## src/rtl/bgm_tone_decoder.sv

```systemverilog
// bgm_tone_decoder: recovers (period, duration) notes from a BGM square-wave tone line.
// Define BGM_DECODER_STATS_EN to add the glitch_cnt_o statistics port.

module bgm_tone_decoder #(
  parameter int CLK_FREQ    = 100_000_000,
  parameter int PERIOD_W    = 20,
  parameter int DUR_W       = 5,
  parameter int TOL         = 2,
  parameter int MIN_HALF    = 4,
  parameter int SILENCE_CYC = 1_000_000
) (
  input  logic                clk_i,
  input  logic                rst_ni,
  input  logic                listen_i,
  input  logic                audio_in_i,
  output logic                note_valid_o,
  output logic [PERIOD_W-1:0] note_period_o,
  output logic [DUR_W-1:0]    note_duration_o,
  output logic [9:0]          note_index_o
`ifdef BGM_DECODER_STATS_EN
  ,
  output logic [7:0]          glitch_cnt_o
`endif
);

  localparam int TICK   = CLK_FREQ / 16;
  localparam int PRESET = (CLK_FREQ + 16) / 32;
  localparam int TICK_W = $clog2(TICK + 1);

  localparam logic [TICK_W-1:0]   TICK_LAST   = TICK_W'(TICK - 1);
  localparam logic [TICK_W-1:0]   TICK_PRESET = TICK_W'(PRESET);
  localparam logic [TICK_W-1:0]   TICK_ONE    = TICK_W'(1);
  localparam logic [PERIOD_W-1:0] HALF_MAX    = '1;
  localparam logic [PERIOD_W-1:0] HALF_ONE    = PERIOD_W'(1);
  localparam logic [PERIOD_W-1:0] SILENCE_L   = PERIOD_W'(SILENCE_CYC);
  localparam logic [PERIOD_W:0]   MEAS_ONE    = (PERIOD_W + 1)'(1);
  localparam logic [PERIOD_W:0]   MIN_HALF_L  = (PERIOD_W + 1)'(MIN_HALF);
  localparam logic [PERIOD_W:0]   TOL_L       = (PERIOD_W + 1)'(TOL);
  localparam logic [DUR_W-1:0]    DUR_MAX     = '1;
  localparam logic [DUR_W-1:0]    DUR_ONE     = DUR_W'(1);

  typedef enum logic [1:0] {
    IDLE,
    ACQUIRE,
    TRACK
  } state_e;

  logic                sync1_q, sync2_q, prev_q;
  state_e              state_q, state_d;
  logic [PERIOD_W-1:0] half_q, half_d;
  logic [PERIOD_W-1:0] cur_q, cur_d;
  logic [TICK_W-1:0]   tick_q, tick_d;
  logic [DUR_W-1:0]    dur_q, dur_d;
  logic [DUR_W-1:0]    snap_q, snap_d;
  logic                valid_q;
  logic [PERIOD_W-1:0] period_q;
  logic [DUR_W-1:0]    duration_q;
  logic [9:0]          index_q;

  logic                edge_w, glitch_w, accept_w, silence_w, emit_w, tick_wrap_w;
  logic [PERIOD_W:0]   meas_w, cur_ext_w, diff_w;
  logic [PERIOD_W-1:0] half_run_w;
  logic [TICK_W-1:0]   tick_run_w;
  logic [DUR_W-1:0]    dur_run_w;

  // Two-flop synchronizer plus a history flop for edge detection on the synced bit.
  always_ff @(posedge clk_i or negedge rst_ni) begin
    if (!rst_ni) begin
      sync1_q <= 1'b0;
      sync2_q <= 1'b0;
      prev_q  <= 1'b0;
    end else begin
      sync1_q <= audio_in_i;
      sync2_q <= sync1_q;
      prev_q  <= sync2_q;
    end
  end

  assign edge_w      = sync2_q ^ prev_q;
  assign meas_w      = {1'b0, half_q} + MEAS_ONE;
  assign cur_ext_w   = {1'b0, cur_q};
  assign diff_w      = (meas_w >= cur_ext_w) ? (meas_w - cur_ext_w) : (cur_ext_w - meas_w);
  assign glitch_w    = edge_w && (state_q != IDLE) && (meas_w < MIN_HALF_L);
  assign accept_w    = edge_w && !glitch_w;
  assign silence_w   = !edge_w && (half_q >= SILENCE_L);
  assign half_run_w  = (half_q == HALF_MAX) ? half_q : half_q + HALF_ONE;
  assign tick_wrap_w = (tick_q == TICK_LAST);
  assign tick_run_w  = tick_wrap_w ? '0 : tick_q + TICK_ONE;
  assign dur_run_w   = (tick_wrap_w && (dur_q != DUR_MAX)) ? dur_q + DUR_ONE : dur_q;

  always_ff @(posedge clk_i or negedge rst_ni) begin
    if (!rst_ni) begin
      state_q <= IDLE;
      half_q  <= '0;
      cur_q   <= '0;
      tick_q  <= '0;
      dur_q   <= '0;
      snap_q  <= '0;
    end else begin
      state_q <= state_d;
      half_q  <= half_d;
      cur_q   <= cur_d;
      tick_q  <= tick_d;
      dur_q   <= dur_d;
      snap_q  <= snap_d;
    end
  end

  // A new note presets the tick counter half a tick in, so durations round to nearest.
  always_comb begin
    state_d = state_q;
    half_d  = half_run_w;
    cur_d   = cur_q;
    tick_d  = tick_run_w;
    dur_d   = dur_run_w;
    snap_d  = snap_q;
    emit_w  = 1'b0;
    if (!listen_i) begin
      state_d = IDLE;
      half_d  = '0;
      cur_d   = '0;
      tick_d  = '0;
      dur_d   = '0;
      snap_d  = '0;
    end else begin
      case (state_q)
        IDLE: begin
          half_d = '0;
          cur_d  = '0;
          tick_d = '0;
          dur_d  = '0;
          snap_d = '0;
          if (edge_w) begin
            state_d = ACQUIRE;
          end
        end
        ACQUIRE: begin
          tick_d = '0;
          dur_d  = '0;
          if (accept_w) begin
            state_d = TRACK;
            half_d  = '0;
            cur_d   = meas_w[PERIOD_W-1:0];
            tick_d  = TICK_PRESET;
            snap_d  = '0;
          end else if (silence_w) begin
            state_d = IDLE;
          end
        end
        TRACK: begin
          if (accept_w) begin
            half_d = '0;
            if (diff_w <= TOL_L) begin
              snap_d = dur_run_w;
            end else begin
              emit_w = 1'b1;
              cur_d  = meas_w[PERIOD_W-1:0];
              tick_d = TICK_PRESET;
              dur_d  = '0;
              snap_d = '0;
            end
          end else if (silence_w) begin
            emit_w  = 1'b1;
            state_d = IDLE;
          end
        end
        default: state_d = IDLE;
      endcase
    end
  end

  // The note index advances the cycle after a pulse, so the pulse shows the note's own index.
  always_ff @(posedge clk_i or negedge rst_ni) begin
    if (!rst_ni) begin
      valid_q    <= 1'b0;
      period_q   <= '0;
      duration_q <= '0;
      index_q    <= '0;
    end else begin
      valid_q <= emit_w;
      if (emit_w) begin
        period_q   <= cur_q - HALF_ONE;
        duration_q <= snap_q;
      end
      index_q <= index_q + {9'b0, valid_q};
    end
  end

  assign note_valid_o    = valid_q;
  assign note_period_o   = period_q;
  assign note_duration_o = duration_q;
  assign note_index_o    = index_q;

`ifdef BGM_DECODER_STATS_EN
  logic [7:0] glitch_q;

  always_ff @(posedge clk_i or negedge rst_ni) begin
    if (!rst_ni) begin
      glitch_q <= '0;
    end else if (listen_i && glitch_w && (glitch_q != 8'hFF)) begin
      glitch_q <= glitch_q + 8'd1;
    end
  end

  assign glitch_cnt_o = glitch_q;
`endif

endmodule

```

## config.mk

```make
export PLATFORM = sky130hd
export DESIGN_NAME = bgm_tone_decoder
export DESIGN_NICKNAME = d
export VERILOG_FILES = /design/src/rtl/bgm_tone_decoder.sv
export SDC_FILE = /design/constraint.sdc
export NUM_CORES = 1
export LEC_CHECK = 0
export BUFFER_PORTS_ARGS = -buffer_cell sky130_fd_sc_hd__buf_2
export CORE_MARGIN = 3
export CORE_UTILIZATION = 55
export DETAILED_ROUTE_END_ITERATION = 10
export PLACE_DENSITY_LB_ADDON = 0.3
export SLEW_MARGIN = 20
export SYNTH_ARGS = -nofsm -noshare
export SYNTH_HDL_FRONTEND = slang
export SYNTH_SLANG_ARGS = --single-unit
```

## constraint.sdc

```tcl
create_clock -name clk_i -period 9.6 [get_ports clk_i]
set_input_delay 0.48 -clock clk_i [delete_from_list [all_inputs] [get_ports clk_i]]
set_output_delay 0.48 -clock clk_i [all_outputs]
set_load 0.01 [all_outputs]
```

# Yosys cells after proc, flatten, opt, wreduce, memory -nomap -nowiden

Index checks and enable logic that the tools add are counted.

Bits in latches: 0
Memories: 0
Bits in read-only memories: 0
Output and inout bits: 36
Register bits after elaboration: 114
Logic and storage cells: 87
Bits in writable memories: 0

Equal/unequal tests: 11
$add $sub $neg: 8
Reduce and logical (&&, ||, !) cells: 14
Shift operators: 0
Bitwise logic cells: 1
Magnitude comparators: 4
Mux-type cells: 36
Div/mod/pow operators: 0
Multipliers: 0

Operators by type and width:

| kind                                                                           | number |
|---|---|
| 20-bit 2-to-1 mux                                                              | 7 |
| 23-bit 2-to-1 mux                                                              | 4 |
| 23-bit case mux with 3 select lines                                            | 1 |
| 20-bit case mux with 3 select lines                                            | 1 |
| 20-bit case mux with 2 select lines                                            | 1 |
| 5-bit 2-to-1 mux                                                               | 7 |
| 23-bit by 1-bit adder with 23-bit output (second input constant)               | 1 |
| 23-bit equality test (second input constant)                                   | 1 |
| 22-bit 2-to-1 mux                                                              | 1 |
| 20-bit by 1-bit adder with 21-bit output (second input constant)               | 1 |
| 21-bit by 20-bit greater-or-equal comparator with 1-bit output                 | 1 |
| 21-bit by 2-bit <= comparator with 1-bit output (second input constant)        | 1 |
| 21-bit by 3-bit less-than comparator with 1-bit output (second input constant) | 1 |
| 21-bit 2-to-1 mux                                                              | 1 |
| 20-bit by 21-bit subtractor with 21-bit output                                 | 1 |
| 21-bit by 20-bit subtractor with 21-bit output                                 | 1 |
| 20-bit by 1-bit adder with 20-bit output (second input constant)               | 1 |
| 20-bit equality test (second input constant)                                   | 1 |
| 20-bit greater-or-equal comparator (second input constant)                     | 1 |
| 20-bit by 1-bit subtractor with 20-bit output (second input constant)          | 1 |
| 3-bit inequality test (second input constant)                                  | 5 |
| 5-bit case mux with 3 select lines                                             | 1 |
| 10-bit by 1-bit adder with 10-bit output                                       | 1 |
| 2-bit 2-to-1 mux                                                               | 5 |
| other kinds (17)                                                               | 27 |

# Logic depth before layout (Yosys ltp)

Word-level depth: 8
Mapped depth: 20
Gate-level depth less buffers: 18

# Worst setup path after synthesis

No wires, ideal clock.

Path type: reg-to-reg
Start point: register half_q[0]
End point: register period_q[10], in the netlist note_period_o[10]
Stages on the path, launching flop included: 20
Library setup time: 0.127 ns
Setup slack: 4.939 ns
Arrival: 4.533 ns
Period minus slack after synthesis: 4.661 ns
Buffers on the path: 3
Required time: 9.473 ns
Cells stage by stage: dfrtp_1 > ha_1 > nand3_1 > or3_4 > nor2_1 > xor2_1 > ha_1 > clkbuf_1 > and3_1 > and3_1 > a2bb2oi_1 > clkbuf_1 > nand2_1 > mux2i_1 > xnor2_1 > and4_4 > and4bb_1 > nor3_4 > buf_6 > mux2_1

Cells in the longest elaborated chain, start to end: 8
Elaborated cells on any way between the ends: 17
Classes of those cells: add/sub: 3; order compare: 4; mux: 6; reduce/logical: 4

Ends and longest elaborated chain:

| item                                                                               | RTL line | source |
|---|---|---|
| start, declared                                                                    | 50       | `logic [PERIOD_W-1:0] half_q, half_d;` |
| start signal, assigned                                                             | 101      | `half_q <= half_d;` |
| 20-bit by 1-bit adder with 21-bit output                                           | 80       | `assign meas_w = {1'b0, half_q} + MEAS_ONE;` |
| 20-bit by 21-bit subtractor with 21-bit output (tied with other cells)             | 82       | `assign diff_w = (meas_w >= cur_ext_w) ? (meas_w - cur_ext_w) : (cur_ext_w - meas_w);` |
| 21-bit 2-to-1 mux or 1-bit logical AND (tied branches)                             | 82, 83   |  |
| 21-bit by 2-bit <= comparator with 1-bit output or 1-bit zero test (tied branches) | 153, 84  |  |
| 1-bit 2-to-1 mux or 1-bit logical AND (tied branches)                              | 153, 84  |  |
| 1-bit 2-to-1 mux *                                                                 | 151      | `if (accept_w) begin` |
| 1-bit 2-to-1 mux *                                                                 | 126      | `case (state_q)` |
| 1-bit 2-to-1 mux *                                                                 | 118      | `if (!listen_i) begin` |
| end signal, assigned                                                               | 182      | `period_q <= cur_q - HALF_ONE;` |
| end, declared                                                                      | 56       | `logic [PERIOD_W-1:0] period_q;` |

Mark *: on every way between the ends. The rest lies on a longest branch, timed or not.
A chain may end at the register's enable or synchronous reset.

# Worst setup path after layout

Start point: register half_q[0]
End point: register cur_q[8]

Cells in the longest elaborated chain, start to end: 7
Elaborated cells on any way between the ends: 19
Classes of those cells: add/sub: 3; order compare: 3; eq/ne: 3; mux: 6; reduce/logical: 4

Ends and longest elaborated chain:

| item                                                                                                   | RTL line | source |
|---|---|---|
| 20-bit by 1-bit adder with 21-bit output *                                                             | 80       |  |
| parallel branches: the longest is 6 deep, another holds 20-bit by 21-bit subtractor with 21-bit output | -        |  |
| end signal, assigned                                                                                   | 102      | `cur_q <= cur_d;` |
| end, declared                                                                                          | 51       | `logic [PERIOD_W-1:0] cur_q, cur_d;` |

Mark *: on every way between the ends. The select of a mux whose other input is x is not followed.

==> implementation parameters <==
Parameter                              Value

Clock network
  Clock transition at the registers of the reported paths    0.05 ns
  Clock tree from TritonCTS    done
  Clock sink count    114
  Number of hold-repair buffers added at the cts stage    0
  Num CTS Buffers    17
  Clk_lat worst skew    0.42 ns
  Buffer cell driving the clock tree root    clkbuf_16
  Post-CTS setup buffer count    0
  Post-cts sizing count    0
  Count of H-tree levels built during CTS    4
  CTS Buffer Depth    2

Critical path
  Stage delay of the slowest cell on the critical path    1.00 ns
  Critical path data arrival time    6.62 ns
  Top cell family by delay on the critical path    compound AO/OA/AOI/OAI gates
  Endpoint required time on the critical path    9.92 ns
  Largest fanout of any net on the critical path    22
  Cells along the critical path    ha_1, nand3_1, or3_4, xnor2_1, ha_1, a21oi_1, o21ai_0, a21oi_1, a2bb2oi_1, nand2_1, a21o_1, a221oi_1, nand4_1, nand3b_1, a31oi_4, mux2i_1
  WP buf/inv    0
  Master of the slowest instance on the critical path    a31oi_4
  Class of the most critical setup path    reg2reg
  Nature of the critical path endpoint    flip-flop
  Sort of element at the start of the critical path    flip-flop

Timing
  Worst Setup Slack, final    3.298 ns
  Final worst-path cycle share    65.65%
  Final sum of negative setup slack    0 ns
  RSZ-0062 raised after global routing    false
  Slew of the pin with the lowest slew margin    1.083 ns
  Peak Freq    158.7 MHz
  Number of failing hold endpoints at the final stage    0
  Headroom to the max-slew limit    27.80%
  Final count of pins violating max slew    0
  Post-layout min period    6.302 ns
  Layout Skew    0.009516 ns
  Number of endpoints failing setup at the final stage    0

Routing
  Vias per Instance    6.134
  Via count    6,981
  Drt first pass iters    5
  Total Routed Length    21.20 mm
  Count of routing violations after the opening detailed-route iteration    641
  Post-route DRC violation count    0
  Routed wirelength normalized by instance count    18.63 um
  Detail Route Antenna Nets    0

Min path
  Worst min-delay path class    in2async

Synth
  Count of synthesis-stage warnings from yosys    0
  Most frequently used flop master after synthesis    dfrtp_1
  Number of synthesized flops with an enable pin    0
  Summed instance area of the synthesized netlist    8066 um^2
  Post-Syn Instances    927
  Count of distinct cell types in the synthesized netlist    67
  Proportion of synthesized chip area in sequential cells    35.37%
  Number of synthesized register bits    114
  Total nets after synthesis    985
  Per-instance average area after synthesis    8.702 um^2
  Ys async rst share    100.0%

Outcome
  Status    finished, final reports clean

Power and ir drop
  Sequential fraction of design power    28.2%
  Worst voltage drop across the vdd grid    138.0 uV
  Combinational fraction of design power    41.2%
  Lkg Pwr    4.185 nW
  Relative contribution of the clock network to total power    30.6%
  Sw Share    37.47%
  NetSw    0.7590 mW
  PwrDens    226.6 nW/um^2
  Cell-internal power    1.267 mW

Place
  Dpl hpwl    15.39 mm
  Worst slack after detailed placement    3.479 ns
  Routability cong.    0.9548
  Number of input and output port buffers inserted    39

Die
  Die ar.    16,160 um^2
  FP Rows    43
  Count of pins on the block boundary    40
  Core area    14,100 um^2
  Initial core utilization    57.23%
  Vertical die dimension    127.1 um
  Die span in x    127.1 um

Finish
  Fraction of layout instances using a drive strength above 1    9.708%
  Nets@finish    1,005
  Area added between synthesis and finish    10.83%
  Antenna diode count    0

GRT
  Congestion Overflow GR    0
  Total global routing track utilization    27.07%
  Maximum number of pins on one net before global-route repair    82
  First-pass GRT wire length    35.00 mm
  Initial antenna violation count    0
  Via count of the first global-routing pass    6,795

Flow run
  Max_cap viols    0
## area by class of cell
class	count	area, um^2
fill	1183	5156
multi-input combinational	708	4816
sequential	114	2853
clock buffer	21	470.5
inverter	63	236.5
timing repair buffer	43	231.5
tap	180	225.2
clock inverter	9	107.6
## cell usage after synthesis (3+ instances only)
master	count	area, um^2
dfrtp_1	114	2853
nand2_1	108	405.4
a21oi_1	67	335.3
inv_1	63	236.5
nor2_1	60	225.2
ha_1	52	650.6
xnor2_1	46	402.9
nand3_1	42	210.2
o21ai_0	42	210.2
clkbuf_1	35	131.4
xor2_1	34	297.8
mux2i_1	27	270.3
nand4_1	22	137.6
mux2_1	19	214.0
and3_1	16	100.1
nor3_1	16	80.08
o211ai_1	12	90.09
nor2b_1	11	68.82
a31oi_1	8	50.05
nor3b_1	8	60.06
nor4_1	8	50.05
a211oi_1	7	52.55
and2_1	7	43.79
mux2_2	7	78.83
a21boi_0	6	45.04
a21o_1	6	45.04
and4_1	6	52.55
o21a_1	6	45.04
nand2b_1	5	31.28
o21bai_1	5	37.54
or3_1	5	31.28
a221oi_1	4	35.03
or2_2	4	25.02
a2111oi_0	3	26.28
a2bb2oi_1	3	26.28
## state kept, by name, indices dropped and copies added (netlist names)
| name | count |
|---|---|
| tick_q | 23 |
| cur_q | 20 |
| half_q | 20 |
| note_period_o | 20 |
| note_index_o | 10 |
| dur_q | 5 |
| note_duration_o | 5 |
| snap_q | 5 |
| state_q | 2 |
| note_valid_o | 1 |
| prev_q | 1 |
| sync1_q | 1 |
| sync2_q | 1 |
## final timing paths
kind	end	slack, ns	cells past startpoint	startpoint
worst max register to register	cur_q[8]$_DFFE_PN0P_	3.30	16	half_q[0]$_DFF_PN0_
worst min register to register	sync2_q$_DFF_PN0_	0.35	0	sync1_q$_DFF_PN0_
max in group asynchronous	note_period_o[11]$_DFFE_PN0P_	8.51	2	rst_ni
min in group clk_i	sync1_q$_DFF_PN0_	0.17	1	audio_in_i
worst min-delay path	note_index_o[3]$_DFF_PN0_	0.004	1	rst_ni
worst max-delay path	cur_q[8]$_DFFE_PN0P_	3.30	16	half_q[0]$_DFF_PN0_
## power groups by stage
stage               logic, mW  registers (mW)  clock network, mW
finish                  0.835           0.570              0.620
global route            0.899           0.579              0.650
CTS                     0.817           0.570              0.628
detailed placement      0.811           0.578                  0
global placement        0.806           0.576                  0
floorplan               0.581           0.586                  0
## worst reg2reg max path, cell delays in order (launching register included)
cell,delay [ns]
dfrtp_1,0.46
ha_1,0.31
nand3_1,0.24
or3_4,0.45
xnor2_1,0.27
ha_1,0.42
a21oi_1,0.24
o21ai_0,0.15
a21oi_1,0.15
a2bb2oi_1,0.63
nand2_1,0.41
a21o_1,0.25
a221oi_1,0.32
nand4_1,0.15
nand3b_1,0.42
a31oi_4,1.00
mux2i_1,0.31
## layout by cell type (no fill, tap or decap), drive strengths merged, types with 12 or more instances in the layout
cell type and count:
dfrtp 114, nand2 108, a21oi 67, inv 63, nor2 60, ha 52
xnor2 46, buf 43, nand3 42, o21ai 42, xor2 34, mux2i 27
mux2 26, nand4 23, clkbuf 21, nor3 17, and3 16, o211ai 12
## metal layers
| metal | wire, um | up-vias | global-route usage, % |
|---|---|---|---|
| met5 | 0 | - | 0 |
| met4 | 663 | 0 | 11.48 |
| met3 | 1639 | 45 | 5.686 |
| met2 | 9801 | 281 | 42.06 |
| met1 | 9098 | 3371 | 36.95 |
| li1 | - | 3284 | - |
## kinds of logic (layout without fill, tap and decap cells)
| logic type | after synthesis | count (layout) | share of synthesized area [%] |
|---|---|---|---|
| AO/OA/AOI/OAI | 191 | 191 | 14.86 |
| XOR/XNOR | 80 | 80 | 8.686 |
| adder cells (fa/ha/maj) | 54 | 54 | 8.562 |
| buffers and inverters | 105 | 136 | 5.212 |
| flip-flops | 114 | 114 | 35.37 |
| multiplexers | 53 | 53 | 6.980 |
| AND/OR/NAND/NOR | 330 | 330 | 20.34 |
## metrics by stage
stage | std cells | hold slack (ns) | cell area [um^2] | power, mW | util, %
finish | 1138 | 0.004239 | 8940 | 2.026 | 63.42
floorplan | 927 | 0.1844 | 8066 | 1.167 | -
global route | 1138 | 0.02091 | 8940 | 2.128 | 63.42
CTS | 1138 | 0.008127 | 8936 | 2.015 | 63.39
detailed placement | 1108 | 0.3457 | 8358 | 1.388 | 59.29
global placement | 1108 | 0.3322 | 8351 | 1.382 | 59.24
Power figures use the tool's default switching activity.
